===== src/rtl/async_fifo_rd_ctrl_pkg.sv =====
// Shared definitions for the dual-clock FIFO pointer controllers (read and write side).
// Pointer width helper, Gray encoding and synchroniser depth limits live here.
package async_fifo_rd_ctrl_pkg;

    localparam int SYNC_STAGES_MIN = 2;
    localparam int SYNC_STAGES_MAX = 4;

    // Pointers carry one extra wrap bit above the RAM address.
    function automatic int ptr_w(input int aw);
        return aw + 1;
    endfunction

    function automatic logic [31:0] bin2gray(input logic [31:0] bin);
        return bin ^ (bin >> 1);
    endfunction

endpackage


===== src/rtl/async_fifo_rd_ctrl_if.sv =====
// Read-side FIFO controller bus: incoming write pointer, pop request and all status outputs.
// The slave modport is the controller; the master modport is the consumer/testbench.
interface async_fifo_rd_ctrl_if
    import async_fifo_rd_ctrl_pkg::*;
#(
    parameter int ADDR_WIDTH = 4
);
    logic [ptr_w(ADDR_WIDTH)-1:0] wr_ptr_gray_i;
    logic                         rd_en_i;
    logic [ADDR_WIDTH-1:0]        rd_addr_o;
    logic [ptr_w(ADDR_WIDTH)-1:0] rd_ptr_gray_o;
    logic                         empty_o;
    logic                         almost_empty_o;
    logic [ptr_w(ADDR_WIDTH)-1:0] level_o;
    logic                         underflow_o;
    logic                         ptr_err_o;

    modport slave (
        input  wr_ptr_gray_i, rd_en_i,
        output rd_addr_o, rd_ptr_gray_o, empty_o, almost_empty_o,
               level_o, underflow_o, ptr_err_o
    );

    modport master (
        output wr_ptr_gray_i, rd_en_i,
        input  rd_addr_o, rd_ptr_gray_o, empty_o, almost_empty_o,
               level_o, underflow_o, ptr_err_o
    );
endinterface


===== src/rtl/my_gray2bin.sv =====
// Combinational Gray-to-binary converter: each binary bit is the XOR of all Gray bits at or above it.
module my_gray2bin #(
    parameter int WIDTH = 5
) (
    input  logic [WIDTH-1:0] gray_i,
    output logic [WIDTH-1:0] bin_o
);
    always_comb begin
        for (int i = 0; i < WIDTH; i++) bin_o[i] = ^(gray_i >> i);
    end
endmodule


===== src/rtl/sync_ff_chain.sv =====
// Multi-flop clock-domain-crossing synchroniser; stage 0 is the only flop that sees the
// asynchronous input and no logic sits between stages.
module sync_ff_chain #(
    parameter int WIDTH  = 5,
    parameter int STAGES = 2
) (
    input  logic             clk,
    input  logic             rst_n,
    input  logic [WIDTH-1:0] d_i,
    output logic [WIDTH-1:0] q_o
);
    (* ASYNC_REG = "TRUE" *) logic [WIDTH-1:0] sync_q [STAGES];

    // NOTE: the chain is a handful of real flops, not a RAM, so every stage gets the async reset.
    always_ff @(posedge clk or negedge rst_n) begin
        if (!rst_n) begin
            for (int i = 0; i < STAGES; i++) sync_q[i] <= '0;
        end else begin
            sync_q[0] <= d_i;
            for (int i = 1; i < STAGES; i++) sync_q[i] <= sync_q[i-1];
        end
    end

    assign q_o = sync_q[STAGES-1];
endmodule


===== src/rtl/async_fifo_rd_ctrl.sv =====
// Read-side pointer/flag controller of the dual-clock FIFO: synchronises the write pointer,
// advances the read pointer on pops and registers empty/almost-empty/level/error flags.
module async_fifo_rd_ctrl
    import async_fifo_rd_ctrl_pkg::*;
#(
    parameter int ADDR_WIDTH  = 4,
    parameter int SYNC_STAGES = 2,
    parameter int AEMPTY_THR  = 2
) (
    input  logic                 clk,
    input  logic                 rst_n,
    async_fifo_rd_ctrl_if.slave  bus
);
    localparam int PW    = ptr_w(ADDR_WIDTH);
    localparam int DEPTH = 1 << ADDR_WIDTH;

    typedef logic [PW-1:0] ptr_t;

    if (SYNC_STAGES < SYNC_STAGES_MIN || SYNC_STAGES > SYNC_STAGES_MAX) begin : g_bad_sync
        $error("SYNC_STAGES out of range");
    end

    ptr_t wr_sync;
    ptr_t wr_bin;
    ptr_t rd_bin_q,  rd_bin_d;
    ptr_t rd_gray_q, rd_gray_d;
    ptr_t level_q,   level_d;
    logic empty_q,   empty_d;
    logic aempty_q,  aempty_d;
    logic ptr_err_q, ptr_err_d;
    logic pop;

    sync_ff_chain #(
        .WIDTH  (PW),
        .STAGES (SYNC_STAGES)
    ) u_wr_sync (
        .clk   (clk),
        .rst_n (rst_n),
        .d_i   (bus.wr_ptr_gray_i),
        .q_o   (wr_sync)
    );

    my_gray2bin #(
        .WIDTH (PW)
    ) u_wr_g2b (
        .gray_i (wr_sync),
        .bin_o  (wr_bin)
    );

    // Flags are computed from the post-pop pointer so they are exact the cycle after a pop.
    // NOTE: every always_comb output is given a value before any branch, so no latch can form.
    always_comb begin
        pop       = bus.rd_en_i & ~empty_q;
        rd_bin_d  = rd_bin_q + ptr_t'(pop);
        rd_gray_d = ptr_t'(bin2gray(32'(rd_bin_d)));
        level_d   = wr_bin - rd_bin_d;
        empty_d   = (rd_gray_d == wr_sync);
        aempty_d  = (level_d <= ptr_t'(AEMPTY_THR));
        ptr_err_d = ptr_err_q | (level_d > ptr_t'(DEPTH));
    end

    // NOTE: state registers use non-blocking assignments so all flops update from pre-edge values.
    always_ff @(posedge clk or negedge rst_n) begin
        if (!rst_n) begin
            rd_bin_q  <= '0;
            rd_gray_q <= '0;
            level_q   <= '0;
            empty_q   <= 1'b1;
            aempty_q  <= 1'b1;
            ptr_err_q <= 1'b0;
        end else begin
            rd_bin_q  <= rd_bin_d;
            rd_gray_q <= rd_gray_d;
            level_q   <= level_d;
            empty_q   <= empty_d;
            aempty_q  <= aempty_d;
            ptr_err_q <= ptr_err_d;
        end
    end

    assign bus.rd_addr_o      = rd_bin_q[ADDR_WIDTH-1:0];
    assign bus.rd_ptr_gray_o  = rd_gray_q;
    assign bus.empty_o        = empty_q;
    assign bus.almost_empty_o = aempty_q;
    assign bus.level_o        = level_q;
    assign bus.underflow_o    = bus.rd_en_i & empty_q;
    assign bus.ptr_err_o      = ptr_err_q;
endmodule

===== src/flat_wrapper.sv =====
// flat-port wrapper written by rule: the top's interface ports become plain ports
module async_fifo_rd_ctrl_flat import async_fifo_rd_ctrl_pkg::*;
#(
    parameter int ADDR_WIDTH  = 4,
    parameter int SYNC_STAGES = 2,
    parameter int AEMPTY_THR  = 2
)
  (clk, rst_n, bus_wr_ptr_gray_i, bus_rd_en_i, bus_rd_addr_o, bus_rd_ptr_gray_o, bus_empty_o, bus_almost_empty_o, bus_level_o, bus_underflow_o, bus_ptr_err_o);
  async_fifo_rd_ctrl_if #(.ADDR_WIDTH(ADDR_WIDTH)) bus_i ();
  input  logic clk;
  input  logic rst_n;
  input wire logic [$bits(bus_i.wr_ptr_gray_i)-1:0] bus_wr_ptr_gray_i;
  input wire logic [$bits(bus_i.rd_en_i)-1:0] bus_rd_en_i;
  output wire logic [$bits(bus_i.rd_addr_o)-1:0] bus_rd_addr_o;
  output wire logic [$bits(bus_i.rd_ptr_gray_o)-1:0] bus_rd_ptr_gray_o;
  output wire logic [$bits(bus_i.empty_o)-1:0] bus_empty_o;
  output wire logic [$bits(bus_i.almost_empty_o)-1:0] bus_almost_empty_o;
  output wire logic [$bits(bus_i.level_o)-1:0] bus_level_o;
  output wire logic [$bits(bus_i.underflow_o)-1:0] bus_underflow_o;
  output wire logic [$bits(bus_i.ptr_err_o)-1:0] bus_ptr_err_o;
  assign bus_i.wr_ptr_gray_i = bus_wr_ptr_gray_i;
  assign bus_i.rd_en_i = bus_rd_en_i;
  assign bus_rd_addr_o = bus_i.rd_addr_o;
  assign bus_rd_ptr_gray_o = bus_i.rd_ptr_gray_o;
  assign bus_empty_o = bus_i.empty_o;
  assign bus_almost_empty_o = bus_i.almost_empty_o;
  assign bus_level_o = bus_i.level_o;
  assign bus_underflow_o = bus_i.underflow_o;
  assign bus_ptr_err_o = bus_i.ptr_err_o;
  async_fifo_rd_ctrl #(.ADDR_WIDTH(ADDR_WIDTH), .SYNC_STAGES(SYNC_STAGES), .AEMPTY_THR(AEMPTY_THR)) u_core (.clk(clk), .rst_n(rst_n), .bus(bus_i));
endmodule

===== config.mk =====
export PLATFORM = sky130hd
export DESIGN_NAME = async_fifo_rd_ctrl_flat
export DESIGN_NICKNAME = d
export VERILOG_FILES = /design/src/rtl/async_fifo_rd_ctrl_pkg.sv /design/src/rtl/async_fifo_rd_ctrl_if.sv /design/src/rtl/my_gray2bin.sv /design/src/rtl/sync_ff_chain.sv /design/src/rtl/async_fifo_rd_ctrl.sv /design/src/flat_wrapper.sv
export SDC_FILE = /design/constraint.sdc
export NUM_CORES = 1
export LEC_CHECK = 0
export BUFFER_PORTS_ARGS = -buffer_cell sky130_fd_sc_hd__buf_4
export CAP_MARGIN = 15
export CORE_AREA = 2 2 50 52
export CTS_CLUSTER_DIAMETER = 80
export DETAILED_ROUTE_END_ITERATION = 16
export DIE_AREA = 0 0 52 54
export PLACE_DENSITY = 0.76
export SYNTH_ARGS = -nofsm -noshare
export SYNTH_HDL_FRONTEND = slang
export SYNTH_SLANG_ARGS = --single-unit

===== constraint.sdc =====
create_clock -name clk -period 4.9 [get_ports clk]
set_input_delay 0.245 -clock clk [delete_from_list [all_inputs] [get_ports clk]]
set_output_delay 0.245 -clock clk [all_outputs]
set_load 0.05 [all_outputs]

==> results.cfg, run 1 <==
[run_status]
outcome = complete, no violations

[die]
num_rows = 18
boundary_pins = 26
fp.dieW_um = 52
placeableCoreArea_um2 = 2320
floorplan.initialDensity_pct = 51.8
design.die.area_um2 = 2810
die-height_um = 54

[placement]
io_buffer_count = 25
dp_worst_setup_slack_ns = 2.08
gp_routability_congestion = 0.851
place_hpwl_um = 1490

[hold_path]
min_path_type = input pin to flop
hold_path.startpoint = bus_rd_en_i
hold-path-endpoint = u_core.rd_bin_q[0]
timing.hold.worst_path_depth = 3

[yosys]
mappedNetlistArea_um2 = 1200
synth_simple_gate_area_share_pct = 7.60
post_synth_mux_area_share_pct = 0.833
postSynthCellCount = 92
largest_family_of_logic_cells_by_synthesized_area = XOR/XNOR gates
postSynthAreaPerCell_um2 = 13.1
synth_async_sr_flop_share_pct = 100
synth_seq_cells = 27
synth_compound_area_share_pct = 9.69
synthesis.yosys.warnings = 0
synth-edff-count = 0
synthFlopType = sky130_fd_sc_hd__dfrtp_1
synthesis.nets = 104
synth-adder-area-share_pct = 4.17
synth_sequential_area_ratio_pct = 56.5
yosys.cell_types.count = 31
post_synthesis_share_of_cell_area_spent_on_xor_and_xnor_gates_pct = 18.8

[final_layout]
layout-drive-gt1-share_pct = 29.4
antenna-diode-count = 0
flow.area_growth_from_synthesis_pct = 25.6
finalNetCount = 139

[critical_path]
arrival_ns = 3.06
r2r_start = u_core.bus.empty_o
regToRegEndpoint = u_core.bus.almost_empty_o
crit_required_ns = 5.13
crit_fanout = 5
setup.worst_path.class = flop to flop
rrSetupSlack_ns = 2.07
critical_path.startpoint_type = flop
setup.worst_path.end_class = flop
ff2ff_path_depth = 10

[timing]
grt_setup_unrepaired = false
timing.max_slew.rel_slack_pct = 70.9
final_min_period_over_clock_period_pct = 57.7
max_freq_ghz = 0.354
drv_slew = 0
report.final.hold_viol_count = 0
final.setup.worst_slack_ns = 2.07
skew_ns = 0.00210
finalCriticalPeriod_ns = 2.83
worstMarginPinSlew_ns = 0.435
timing.final.setup_violations = 0
finalHoldWorstSlack_ns = 0.267
setup_total_negative_slack_ns = 0

[global_routing]
largest_net_degree_at_the_start_of_global_routing = 28
grt_antenna_before_repair = 0
first_global_vias = 731
grt.total_usage_pct = 16.4
grt_first_pass_wirelength_um = 3200
residual_overflow_from_global_routing = 0

[clock_network]
htree_levels = 1
post_cts_setup_driven_buffer_insertion_count = 0
cts-root-buf = sky130_fd_sc_hd__clkbuf_4
insertion_delay_ns = 0.32
clkSlewWorstSetupHoldPaths_ns = 0.13
tritoncts = built
cts_hold_buffers = 1
cts.sinks = 27
clockBufferDepth = 2
cells_resized_by_post_cts_repair = 0
cts_inserted_buffers = 3

[drt]
route.antenna.remaining_nets = 0
route.detailed.vias_per_inst = 4.83
route.detailed.wl_per_inst_um = 12.7
via_count = 754
routed_wl_um = 1980
drt_drc_violations_left = 0
detail_route.first_pass.iterations = 4
detailedRoute.firstIterationViolations = 6

[run]
maxCapViolCount = 0
cell type report:
type / count / area (um^2)
Clock buffer: 4 / 26.3
Inverter: 7 / 26.3
Multi-Input combinational cell: 57 / 493
Tap cell: 30 / 37.5
Fill cell: 181 / 811
Sequential cell: 27 / 678
Timing Repair Buffer: 31 / 248
state kept, by name, indices dropped and copies added, names as in the netlist:
register and count:
u_core.bus.almost_empty_o 1, u_core.bus.empty_o 1, u_core.bus.level_o 5, u_core.bus.ptr_err_o 1, u_core.bus.rd_ptr_gray_o 4, u_core.rd_bin_q 5, u_core.u_wr_sync.q_o 5, u_core.u_wr_sync.sync_q 5
per-layer routing:
metal	track usage [%]	vias up	part of all wire [%]	wire length, um
li1	-	375	-	-
met1	18.6	354	42	841
met2	28.9	20	50	998
met3	3.89	5	4.5	90
met4	8.33	0	2.5	49
met5	0	-	0	0
stage by stage:
stage / cell area (um^2) / instances / util [%]
after CTS: 1460 / 151 / 62.9
after global routing: 1510 / 156 / 65.0
final: 1510 / 156 / 65.0
after detailed placement: 1420 / 146 / 61.3
after global placement: 1420 / 146 / 61.3
after floorplan: 1200 / 92 / -
placed cells by master, fill, tap and decap left out, types with 3 or more instances in the layout:
master	synthesis	layout
sky130_fd_sc_hd__xnor2_1	11	11
sky130_fd_sc_hd__ha_1	4	4
sky130_fd_sc_hd__dlygate4sd3_1	0	6
sky130_fd_sc_hd__buf_4	0	25
sky130_fd_sc_hd__xor2_1	10	10
sky130_fd_sc_hd__clkbuf_4	0	3
sky130_fd_sc_hd__dfrtp_1	25	25
sky130_fd_sc_hd__nand3_1	3	3
sky130_fd_sc_hd__inv_1	7	7
sky130_fd_sc_hd__o21ai_0	3	3
worst max-delay path, cell delays in order, from the launching register on:
cell	delay (ns)
sky130_fd_sc_hd__dfstp_2	0.57
sky130_fd_sc_hd__and3b_1	0.21
sky130_fd_sc_hd__ha_1	0.35
sky130_fd_sc_hd__xnor2_1	0.30
sky130_fd_sc_hd__xor2_1	0.12
sky130_fd_sc_hd__ha_1	0.23
sky130_fd_sc_hd__o21ai_2	0.06
sky130_fd_sc_hd__o21ai_2	0.08
sky130_fd_sc_hd__a221oi_4	0.32
sky130_fd_sc_hd__xnor2_1	0.13
sky130_fd_sc_hd__a2111oi_2	0.35
synth_stat cells (all sizes together) (2+ instances only):
master  instances  area (um^2)
o21ai           5         32.5
nand3           3         15.0
dfstp           2         52.6
nor2            2         7.51
xnor2          12          113
inv             7         26.3
nand2b          2         12.5
xor2           10         87.6
nor2b           2         12.5
dfrtp          25          626
and2            2         13.8
ha              4         50.1
kinds of logic (layout without fill, tap and decap cells):
family | after synthesis | in the layout
AO/OA/AOI/OAI | 13 | 13
AND/OR/NAND/NOR | 16 | 16
flip-flops | 27 | 27
XOR/XNOR | 23 | 23
adder cells (fa/ha/maj) | 4 | 4
buffers and inverters | 8 | 42
multiplexers | 1 | 1
how the worst max path moves through the flow:
stage	end	start	cells after the start
after CTS	u_core.bus.almost_empty_o	u_core.bus.empty_o	10
after detailed placement	u_core.bus.almost_empty_o	u_core.bus.empty_o	10
after global placement	u_core.bus.almost_empty_o	u_core.bus.empty_o	10
after global routing	u_core.bus.almost_empty_o	u_core.bus.empty_o	10
after floorplan	u_core.bus.almost_empty_o	u_core.bus.empty_o	10
final	u_core.bus.almost_empty_o	u_core.bus.empty_o	10
Power of run 1 is not shown: default switching activity piles up to over one toggle a cycle in this logic, so the estimate is an artifact.
==> run 2: changes to the inputs <==
--- a/config.mk
+++ b/config.mk
@@ -5,13 +5,14 @@
 export SDC_FILE = /design/constraint.sdc
 export NUM_CORES = 1
 export LEC_CHECK = 0
+export ABC_AREA = 1
 export BUFFER_PORTS_ARGS = -buffer_cell sky130_fd_sc_hd__buf_4
 export CAP_MARGIN = 15
-export CORE_AREA = 2 2 50 52
+export CORE_AREA = 2 2 56 58
 export CTS_CLUSTER_DIAMETER = 80
 export DETAILED_ROUTE_END_ITERATION = 16
-export DIE_AREA = 0 0 52 54
-export PLACE_DENSITY = 0.76
+export DIE_AREA = 0 0 58 60
+export PLACE_DENSITY = 0.7
 export SYNTH_ARGS = -nofsm -noshare
 export SYNTH_HDL_FRONTEND = slang
 export SYNTH_SLANG_ARGS = --single-unit
==> constraint.sdc (replaced) <==
create_clock -name clk -period 2.5 [get_ports clk]
set_input_delay 0.125 -clock clk [delete_from_list [all_inputs] [get_ports clk]]
set_output_delay 0.125 -clock clk [all_outputs]
set_load 0.05 [all_outputs]
==> run 2 against run 1 <==
Net effect: design area grew 8.4%; global-route usage grew 0.075 points; synthesized cell count increased by 61%; setup slack got worse by 1.8 ns; clock-buffer cell count unchanged; utilization shrank 8.7 points; maximum frequency is 29% higher; non-clock buffer count unchanged; cell count grew 38%; synthesized area rose by 11%.
==> results.cfg, run 2 <==
[timing]
finalCriticalPeriod_ns = 2.20
grt_setup_unrepaired = false
max_freq_ghz = 0.455
final_min_period_over_clock_period_pct = 87.9
drv_slew = 0
setup_total_negative_slack_ns = 0
worstMarginPinSlew_ns = 0.323
report.final.hold_viol_count = 0
skew_ns = 0.00255
timing.final.setup_violations = 0
timing.max_slew.rel_slack_pct = 78.5

[global_routing]
first_global_vias = 1057
residual_overflow_from_global_routing = 0
grt_first_pass_wirelength_um = 4300
grt.total_usage_pct = 16.5
grt_antenna_before_repair = 0
largest_net_degree_at_the_start_of_global_routing = 28

[critical_path]
setup.worst_path.class = flop to flop
crit_required_ns = 2.73
crit_fanout = 3
critical_path.most_common_cell = sky130_fd_sc_hd__nand2_1
slowest_delay_ns = 0.57
worst_path_cell_with_the_longest_stage_delay = sky130_fd_sc_hd__dfstp_2
arrival_ns = 2.43
setup.worst_path.end_class = flop
cell_by_cell_listing_of_the_critical_path = inv_1 > nand3_1 > inv_1 > ha_1 > inv_1 > nand3_1 > nand2_1 > ha_1 > inv_1 > nand2_1 > nand3_1 > nand2_1 > nand2_1 > nand2_2 > nand2_1 > nand2_1
critical_path.startpoint_type = flop

[clock_network]
insertion_delay_ns = 0.32
tritoncts = built
post_cts_setup_driven_buffer_insertion_count = 0
htree_levels = 1
cts_inserted_buffers = 3
clockBufferDepth = 2
cts.sinks = 27
clkSlewWorstSetupHoldPaths_ns = 0.13
cts-root-buf = sky130_fd_sc_hd__clkbuf_4

[die]
fp.dieW_um = 58
die-height_um = 60
floorplan.initialDensity_pct = 45.9
num_rows = 20
design.die.area_um2 = 3480
placeableCoreArea_um2 = 2900
boundary_pins = 26

[drt]
detailedRoute.firstIterationViolations = 9
drt_drc_violations_left = 0
route.antenna.remaining_nets = 0
detail_route.first_pass.iterations = 4
route.detailed.vias_per_inst = 4.80
routed_wl_um = 2360
route.detailed.wl_per_inst_um = 11.0
via_count = 1032

[yosys]
postSynthAreaPerCell_um2 = 9.00
synth_async_sr_flop_share_pct = 100
mappedNetlistArea_um2 = 1330
synthesis.nets = 160
synthesis.yosys.warnings = 0
synth_sequential_area_ratio_pct = 50.9
synth_seq_cells = 27
postSynthCellCount = 148
synthTopCellsByArea = sky130_fd_sc_hd__dfrtp_1, sky130_fd_sc_hd__nand2_1, sky130_fd_sc_hd__inv_1
ys_top_cells_by_count = sky130_fd_sc_hd__nand2_1, sky130_fd_sc_hd__dfrtp_1, sky130_fd_sc_hd__inv_1
post-synth-top-area-cell = sky130_fd_sc_hd__dfrtp_1
synth.most_common_cell = sky130_fd_sc_hd__nand2_1
yosysTopAreaCellShare_pct = 47.0
yosys.cell_types.count = 22
synthFlopType = sky130_fd_sc_hd__dfrtp_1
synth-edff-count = 0

[final_layout]
flow.area_growth_from_synthesis_pct = 22.8
leading_cell_type_in_the_layout_fill_and_taps_excluded = sky130_fd_sc_hd__nand2_1
finalNetCount = 195
final_cell_mix = sky130_fd_sc_hd__nand2_1, sky130_fd_sc_hd__buf_4, sky130_fd_sc_hd__dfrtp_1
layout-drive-gt1-share_pct = 28.0
antenna-diode-count = 0
filler_cell_count = 269

[run]
maxCapViolCount = 0

[run_status]
outcome = complete, no violations

[hold_path]
min_path_type = input pin to flop

[placement]
gp_routability_congestion = 0.852
place_hpwl_um = 1830
io_buffer_count = 25
run 2: changes by cell type in the layout (fill, tap and decap cells not counted), moves of 9 or more:
cell | previous run | this run
sky130_fd_sc_hd__nand2_2 | 0 | 10
sky130_fd_sc_hd__inv_1 | 7 | 24
sky130_fd_sc_hd__xnor2_1 | 11 | 2
sky130_fd_sc_hd__nand3_1 | 3 | 14
sky130_fd_sc_hd__nand2_1 | 1 | 34
run 2: area by class of cell:
cell class,instances,area (um^2),area share [%]
multi-input combinational,93,541,33.1
inverter,27,101,6.20
timing repair buffer,31,248,15.1
sequential,27,678,41.5
clock buffer,4,26.3,1.61
tap,33,41.3,2.52
run 2: cells by family (layout without fill, tap and decap cells):
kind of cell | after synthesis | after routing | share of synthesized area [%]
AND/OR/NAND/NOR | 74 | 74 | 27.5
adder cells (fa/ha/maj) | 4 | 4 | 3.76
AO/OA/AOI/OAI | 4 | 4 | 1.50
buffers and inverters | 28 | 62 | 8.46
XOR/XNOR | 11 | 11 | 7.80
flip-flops | 27 | 27 | 50.9
run 2: critical path: cells and delay by family, from the launching register on:
family,cells,cell delay [ns]
buffers and inverters,4,0.30
DFF,1,0.57
adders and majority gates,2,0.51
and+or+nand+nor,10,0.73
run 2: repair_timing:
item | 4_1_cts | 5_1_grt
hold buffers | 6 | 0
resized for setup | 0 | 0
hold endpoints to repair | 32 | 0
run 2: final timing paths:
path | startpoint | end | slack [ns] | cells past startpoint
worst max register to register | u_core.bus.empty_o | u_core.bus.ptr_err_o | 0.30 | 16
min in group asynchronous | rst_n | u_core.u_wr_sync.q_o[3] | 0.23 | 2
max in group asynchronous | rst_n | u_core.bus.almost_empty_o | 1.98 | 2
worst min register to register | u_core.u_wr_sync.sync_q[8] | u_core.u_wr_sync.q_o[3] | 0.36 | 0
worst max-delay path | u_core.bus.empty_o | u_core.bus.ptr_err_o | 0.30 | 16
worst min-delay path | bus_rd_en_i | u_core.rd_bin_q[0] | 0.17 | 4
run 2: through the flow:
| stage | instance area [um^2] | instances | setup WS, ns | util [%] | hold slack, ns |
|---|---|---|---|---|---|
| 2_1_floorplan | 1330 | 148 | 0.259 | - | -0.171 |
| 3_3_place_gp | 1550 | 205 | 0.395 | 53.4 | 0.0489 |
| 3_5_place_dp | 1550 | 205 | 0.330 | 53.4 | 0.0510 |
| 4_1_cts | 1640 | 215 | 0.281 | 56.3 | 0.169 |
| 5_1_grt | 1640 | 215 | 0.0195 | 56.3 | 0.201 |
| 6_report | 1640 | 215 | 0.302 | 56.3 | 0.166 |
run 2: routing by layer:
layer	share of wire [%]	vias to the layer above	track usage, %
met5	0	-	0
li1	-	515	-
met2	52	22	30.2
met4	2.5	0	8.64
met1	42	488	18.7
met3	3.1	7	2.16
Power of run 2 is left out for the same reason.
